$ cat config.mk
export PLATFORM = sky130hd
export DESIGN_NAME = fetch_issue_unit
export DESIGN_NICKNAME = d
export VERILOG_FILES = /design/src/rtl/riscv_pkg.sv /design/src/rtl/opcode_class_decode.sv /design/src/rtl/fetch_issue_unit.sv
export SDC_FILE = /design/constraint.sdc
export NUM_CORES = 1
export LEC_CHECK = 0
export ABC_CLOCK_PERIOD_IN_PS = 2600
export CORE_AREA = 2 2 107 109
export DETAILED_ROUTE_END_ITERATION = 7
export DIE_AREA = 0 0 109 111
export DONT_BUFFER_PORTS = 1
export PLACE_DENSITY_LB_ADDON = 0.15
export RECOVER_POWER = 50
export SYNTH_ARGS = -nofsm -noshare
export SYNTH_HDL_FRONTEND = slang
export SYNTH_SLANG_ARGS = --single-unit
$ cat constraint.sdc
create_clock -name clk -period 2.6 [get_ports clk]
set_input_delay 0.52 -clock clk [delete_from_list [all_inputs] [get_ports clk]]
set_output_delay 0.52 -clock clk [all_outputs]
set_load 0.1 [all_outputs]
$ cat src/rtl/riscv_pkg.sv
// riscv_pkg
//   Shared definitions for the fetch/issue front end.
//   - Base opcodes (instr[6:0]) of the nine instruction classes that are decoded.
//   - nextPc select encodings and trap-cause codes.
//   - Fetch/issue FSM state type and the one-hot class flag struct.
//   - next_pc(): resolves the next-PC select into a target address.
package riscv_pkg;

    localparam logic [6:0] OP_R   = 7'b0110011;
    localparam logic [6:0] OP_I   = 7'b0010011;
    localparam logic [6:0] OP_L   = 7'b0000011;
    localparam logic [6:0] OP_S   = 7'b0100011;
    localparam logic [6:0] OP_B   = 7'b1100011;
    localparam logic [6:0] OP_J   = 7'b1101111;
    localparam logic [6:0] OP_JR  = 7'b1100111;
    localparam logic [6:0] OP_LUI = 7'b0110111;
    localparam logic [6:0] OP_AUI = 7'b0010111;

    localparam logic [1:0] NPC_SEQ  = 2'b00;
    localparam logic [1:0] NPC_JAL  = 2'b01;
    localparam logic [1:0] NPC_JALR = 2'b10;
    localparam logic [1:0] NPC_BR   = 2'b11;

    localparam logic [1:0] TC_NONE     = 2'b00;
    localparam logic [1:0] TC_ILLEGAL  = 2'b01;
    localparam logic [1:0] TC_MISALIGN = 2'b10;
    localparam logic [1:0] TC_TIMEOUT  = 2'b11;

    typedef enum logic [1:0] {
        IDLE  = 2'd0,
        FETCH = 2'd1,
        ISSUE = 2'd2,
        TRAP  = 2'd3
    } state_t;

    // One bit per instruction class; at most one bit set.
    typedef struct packed {
        logic r;
        logic i;
        logic l;
        logic s;
        logic b;
        logic j;
        logic jr;
        logic lui;
        logic aui;
    } class_flags_t;

    // jalr targets always have bit 0 cleared; a branch not taken falls through.
    function automatic logic [31:0] next_pc(
        input logic [1:0]  sel,
        input logic        br_taken,
        input logic [31:0] pc_plus4,
        input logic [31:0] jal_target,
        input logic [31:0] jalr_target,
        input logic [31:0] br_target
    );
        logic [31:0] t;
        case (sel)
            NPC_SEQ:  t = pc_plus4;
            NPC_JAL:  t = jal_target;
            NPC_JALR: t = jalr_target & ~32'd1;
            default:  t = br_taken ? br_target : pc_plus4;
        endcase
        return t;
    endfunction

endpackage

$ cat src/rtl/opcode_class_decode.sv
// opcode_class_decode
//   Combinational classifier of a base opcode into one-hot class flags.
//   Ports:
//     opcode  in  7   instr[6:0]
//     flags   out 9   one-hot class flags (all 0 when illegal)
//     illegal out 1   instr[1:0] != 2'b11 or opcode not one of the nine classes
module opcode_class_decode
    import riscv_pkg::*;
(
    input  logic [6:0]   opcode,
    output class_flags_t flags,
    output logic         illegal
);

    always_comb begin
        flags   = '0;
        illegal = 1'b0;
        // Compressed encodings (low bits != 11) are not supported.
        if (opcode[1:0] != 2'b11) begin
            illegal = 1'b1;
        end else begin
            case (opcode)
                OP_R:    flags.r   = 1'b1;
                OP_I:    flags.i   = 1'b1;
                OP_L:    flags.l   = 1'b1;
                OP_S:    flags.s   = 1'b1;
                OP_B:    flags.b   = 1'b1;
                OP_J:    flags.j   = 1'b1;
                OP_JR:   flags.jr  = 1'b1;
                OP_LUI:  flags.lui = 1'b1;
                OP_AUI:  flags.aui = 1'b1;
                default: illegal   = 1'b1;
            endcase
        end
    end

endmodule

$ cat src/rtl/fetch_issue_unit.sv
// fetch_issue_unit
//   Holds the PC, fetches one instruction per turn over a req/ack handshake,
//   latches and classifies it, and applies the next-PC decision on retire.
//   Illegal instructions, misaligned targets and fetch timeouts trap; the trap
//   is sticky until rst.
//   Ports:
//     clk, rst                  clock, synchronous active-high reset
//     imem_req/addr/ack/rdata   instruction memory handshake (req only in FETCH)
//     pc, pc_plus4, instr       held instruction and its PC
//     instr_valid               high while in ISSUE
//     R,I,L,S,B,J,Jr,lui,aui    one-hot class flags, gated by instr_valid
//     retire, nextPc, br_taken  downstream completion and next-PC select
//     jal/jalr/br_target        candidate targets
//     trap, trap_cause          sticky trap and its cause
module fetch_issue_unit
    import riscv_pkg::*;
#(
    parameter logic [31:0] RESET_PC  = 32'h0000_0000,
    parameter logic [7:0]  FETCH_TMO = 8'd255
) (
    input  logic        clk,
    input  logic        rst,
    output logic        imem_req,
    output logic [31:0] imem_addr,
    input  logic        imem_ack,
    input  logic [31:0] imem_rdata,
    output logic [31:0] pc,
    output logic [31:0] pc_plus4,
    output logic [31:0] instr,
    output logic        instr_valid,
    output logic        R,
    output logic        I,
    output logic        L,
    output logic        S,
    output logic        B,
    output logic        J,
    output logic        Jr,
    output logic        lui,
    output logic        aui,
    input  logic        retire,
    input  logic [1:0]  nextPc,
    input  logic        br_taken,
    input  logic [31:0] jal_target,
    input  logic [31:0] jalr_target,
    input  logic [31:0] br_target,
    output logic        trap,
    output logic [1:0]  trap_cause
);

    state_t       state_q, state_d;
    logic [31:0]  pc_q, pc_d;
    logic [31:0]  instr_q, instr_d;
    class_flags_t flags_q, flags_d;
    class_flags_t dec_flags;
    logic         dec_illegal;
    logic [1:0]   cause_q, cause_d;
    logic [7:0]   tmo_q, tmo_d;
    logic [31:0]  seq_pc;
    logic [31:0]  target;

    // Classify the incoming word so the flags are registered with the instruction.
    opcode_class_decode u_dec (
        .opcode  (imem_rdata[6:0]),
        .flags   (dec_flags),
        .illegal (dec_illegal)
    );

    assign seq_pc = pc_q + 32'd4;
    assign target = next_pc(nextPc, br_taken, seq_pc, jal_target, jalr_target, br_target);

    always_ff @(posedge clk) begin
        if (rst) begin
            state_q <= IDLE;
            pc_q    <= RESET_PC;
            instr_q <= '0;
            flags_q <= '0;
            cause_q <= TC_NONE;
            tmo_q   <= '0;
        end else begin
            state_q <= state_d;
            pc_q    <= pc_d;
            instr_q <= instr_d;
            flags_q <= flags_d;
            cause_q <= cause_d;
            tmo_q   <= tmo_d;
        end
    end

    always_comb begin
        state_d = state_q;
        pc_d    = pc_q;
        instr_d = instr_q;
        flags_d = flags_q;
        cause_d = cause_q;
        tmo_d   = tmo_q;
        case (state_q)
            IDLE: begin
                state_d = FETCH;
                tmo_d   = '0;
            end
            FETCH: begin
                if (imem_ack) begin
                    instr_d = imem_rdata;
                    if (dec_illegal) begin
                        flags_d = '0;
                        cause_d = TC_ILLEGAL;
                        state_d = TRAP;
                    end else begin
                        flags_d = dec_flags;
                        state_d = ISSUE;
                    end
                end else if (tmo_q + 8'd1 == FETCH_TMO) begin
                    // This is the FETCH_TMO-th cycle without an ack.
                    cause_d = TC_TIMEOUT;
                    state_d = TRAP;
                end else begin
                    tmo_d = tmo_q + 8'd1;
                end
            end
            ISSUE: begin
                if (retire) begin
                    if (target[1:0] != 2'b00) begin
                        // Keep the PC of the offending instruction for diagnosis.
                        cause_d = TC_MISALIGN;
                        state_d = TRAP;
                    end else begin
                        pc_d    = target;
                        tmo_d   = '0;
                        state_d = FETCH;
                    end
                end
            end
            TRAP: begin
            end
            default: state_d = IDLE;
        endcase
    end

    assign imem_req    = (state_q == FETCH);
    assign imem_addr   = pc_q;
    assign pc          = pc_q;
    assign pc_plus4    = seq_pc;
    assign instr       = instr_q;
    assign instr_valid = (state_q == ISSUE);
    assign trap        = (state_q == TRAP);
    assign trap_cause  = cause_q;

    assign R   = instr_valid & flags_q.r;
    assign I   = instr_valid & flags_q.i;
    assign L   = instr_valid & flags_q.l;
    assign S   = instr_valid & flags_q.s;
    assign B   = instr_valid & flags_q.b;
    assign J   = instr_valid & flags_q.j;
    assign Jr  = instr_valid & flags_q.jr;
    assign lui = instr_valid & flags_q.lui;
    assign aui = instr_valid & flags_q.aui;

endmodule

==> flow_metrics.env <==
export IMPL_dr_first_iter_drc_count=318
export IMPL_ios=277
export IMPL_cp_end_kind="output pin"
export IMPL_ys_seq_area_share_pct=31.6
export IMPL_htreeDepth=3
export IMPL_yosysUniqueCellTypes=59
export IMPL_clock_fmax_ghz=0.369
export IMPL_drt_wl_total_um=17800
export IMPL_synthToLayoutAreaGrowth_pct=39.7
export IMPL_hold_viol_final=0
export IMPL_place_gp_congestion=0.908
export IMPL_cp_start_kind="flip-flop"
export IMPL_hold_ws_ps=267
export IMPL_power_density_mw_per_mm2=639
export IMPL_cp_slowest_stage_delay_ps=380
export IMPL_startpoint="imem_addr[2]$_SDFFE_PP0P_"
export IMPL_grt_pass1_wl_um=27500
export IMPL_start_util_pct=48.7
export IMPL_syn_inst=727
export IMPL_slowest_stage="dfxtp_4"
export IMPL_crit_end="pc_plus4[18]"
export IMPL_cp_cell_sequence="ha_4, nand3_4, nor4_4, and2_4, nand4_1, xnor2_4, buf_12"
export IMPL_leakagePower_nw=2.98
export IMPL_cts_hold_buf=0
export IMPL_grt_max_degree=77
export IMPL_grt_pass1_vias=5379
export IMPL_drc=0
export IMPL_cts_tree="done"
export IMPL_period_needed_ps=2710
export IMPL_async_flop_share_pct=0
export IMPL_numClockSinks=85
export IMPL_slew_headroom_pct=18.0
export IMPL_synth_edf_count=0
export IMPL_violations="negative setup slack"
export IMPL_diodes=0
export IMPL_synth_seq_cells=85
export IMPL_setup_viol=6
export IMPL_track_usage_pct=28.6
export IMPL_cp_data_required_time_ps=2080
export IMPL_layout_nets=952
export IMPL_insertion_delay_ps=340
export IMPL_wl_per_cell_um=18.6
export IMPL_clock_path_buffers=2
export IMPL_numPortBuffers=0
export IMPL_clk_pin_slew_ps=70
export IMPL_finalMaxSlewViolations=0
export IMPL_coreArea_mm2=0.0111
export IMPL_r2r_end="state_q[1]$_SDFFE_PP0P_"
export IMPL_period_share_pct=104
export IMPL_antenna_found_initial=1
export IMPL_reg2reg_depth=7
export IMPL_synth_net_count=868
export IMPL_finalClockSkew_ps=9.49
export IMPL_synth_area_per_cell_um2=7.41
export IMPL_first_pass_iters=6
export IMPL_maxCapViolCount=0
export IMPL_cts_made_buffers=9
export IMPL_status="complete, but fails checks"
export IMPL_rows=39
export IMPL_ir_drop_mv=0.533
export IMPL_power_mw=4.81
export IMPL_die_area_mm2=0.0121
export IMPL_worst_pin_slew_ps=1230
export IMPL_syn_area_mm2=0.00539
export IMPL_rsz0062_at_grt="yes"
export IMPL_worstPathMaxFanout=4
export IMPL_r2r_start="tmo_q[0]$_SDFFE_PP0P_"
export IMPL_synth_warnings=0
export IMPL_grt_overflow_total=0
export IMPL_viasPerCell=5.99
export IMPL_worst_ep_arrival_time_ps=2190
export IMPL_drtAntennaViolNets=0
export IMPL_min_delay_path_class="in2reg"
export IMPL_layout_drive_gt1_share_pct=30.3
export IMPL_r2r_setup_slack_ps=360
export IMPL_clock_root_buffer="clkbuf_16"
export IMPL_dp_hpwl_um=12600
export IMPL_die_height_um=111
export IMPL_via_count=5749
export IMPL_worst_slack_ps=-113
export IMPL_critPathKind="reg2out"
export IMPL_die_w_um=109
export IMPL_ys_flop_type="dfxtp_1"
==> sequential cells by signal (all words and copies together) (netlist names) <==
name	cells
imem_addr	32
instr	32
flags_q	9
tmo_q	8
state_q	2
trap_cause	2
==> per-stage QoR <==
| step | std cells | instance area (um2) | setup slack, ps | util (%) | setup TNS (ps) |
|---|---|---|---|---|---|
| global route | 959 | 7530 | -201 | 68.0 | -1230 |
| CTS | 943 | 7410 | -99.7 | 66.9 | -184 |
| floorplan | 727 | 5950 | -227 | - | -1810 |
| global placement | 916 | 6960 | 132 | 62.8 | 0 |
| detailed placement | 916 | 6960 | 97.4 | 62.8 | 0 |
| finish | 959 | 7530 | -113 | 68.0 | -458 |
==> cells by family (layout without fill, tap and decap cells) <==
logic type | Yosys count | after routing | synth area share (%)
multiplexers | 2 | 2 | 0.627
AND/OR/NAND/NOR | 270 | 270 | 23.9
XOR/XNOR | 31 | 31 | 5.18
adder cells (fa/ha/maj) | 6 | 6 | 1.39
buffers and inverters | 131 | 220 | 11.7
flip-flops | 85 | 85 | 31.6
AO/OA/AOI/OAI | 202 | 202 | 25.6
==> cells in the mapped netlist (all sizes together) (16+ instances only) <==
cell type | n | area share, %
o21ai | 48 | 4.5
nand3 | 21 | 1.9
nand2 | 131 | 9.1
dfxtp | 85 | 32
nor2 | 30 | 2.1
nor3 | 20 | 1.9
a22oi | 20 | 2.8
buf | 41 | 5.4
xnor2 | 23 | 3.9
clkbuf | 42 | 2.9
a21oi | 52 | 4.8
and2 | 16 | 1.9
inv | 48 | 3.3
==> report_power, final <==
group          switching, mW  internal, mW
combinational           1.62         0.432
clock                  0.609         0.682
sequential            0.0568          1.41
==> layer usage <==
metal | wire [um] | vias up | GRT usage, % | part of all wire, %
met3 | 1660 | 29 | 8.35 | 9.3
met4 | 312 | 2 | 8.46 | 1.7
met2 | 9090 | 309 | 50.0 | 51
met1 | 6770 | 2687 | 33.2 | 38
met5 | 13 | - | 0 | 0.073
li1 | - | 2722 | - | -
==> critical path, delay by kind of cell, from the launching register on <==
kind / cells / cell delay [ps]
buffers and inverters: 1 / 190
XOR/XNOR: 1 / 270
AND/OR/NAND/NOR: 4 / 860
flip-flops: 1 / 380
adder cells (fa/ha/maj): 1 / 150
==> final cells by class <==
class / count / area [um2]
Sequential cell: 85 / 1790
Timing Repair Buffer: 156 / 1420
Fill cell: 919 / 3540
Inverter: 48 / 180
Tap cell: 143 / 179
Clock buffer: 9 / 225
Multi-Input combinational cell: 511 / 3660
Clock inverter: 7 / 75.1
==> placed cells by master, fill, tap and decap left out, types with 6 or more instances in the layout <==
master	instances
xnor2_4	12
dfxtp_1	53
a21o_1	9
o21ai_0	48
a22oi_1	20
buf_6	8
a21oi_1	52
clkbuf_1	34
a22o_1	7
dfxtp_4	19
buf_4	84
o32ai_1	7
and2_2	9
and3_1	9
o31ai_1	6
buf_12	27
nor3_1	15
xnor2_2	10
nand4_1	12
nand3_4	6
dfxtp_2	13
a32o_1	12
nand2_1	128
nand3_1	13
inv_1	48
nor2_1	27
clkbuf_16	9
==> timing repair <==
item                       4_1_cts  5_1_grt
buffers inserted                11       17
pin swaps                       11        7
setup endpoints to repair       16       17
resized for setup               15       24
==> how the worst min path moves through the flow <==
stage                            start                   endpoint  depth (start not counted)
2_1_floorplan  flags_q[1]$_SDFFE_PP0P_    flags_q[1]$_SDFFE_PP0P_                          2
3_3_place_gp   flags_q[8]$_SDFFE_PP0P_    flags_q[8]$_SDFFE_PP0P_                          2
3_5_place_dp   flags_q[1]$_SDFFE_PP0P_    flags_q[1]$_SDFFE_PP0P_                          2
4_1_cts                            rst  imem_addr[8]$_SDFFE_PP0P_                          1
5_1_grt                            rst      instr[8]$_SDFFE_PP0P_                          1
6_report                           rst    state_q[1]$_SDFFE_PP0P_                          1
(Power assumes the default switching activity.)
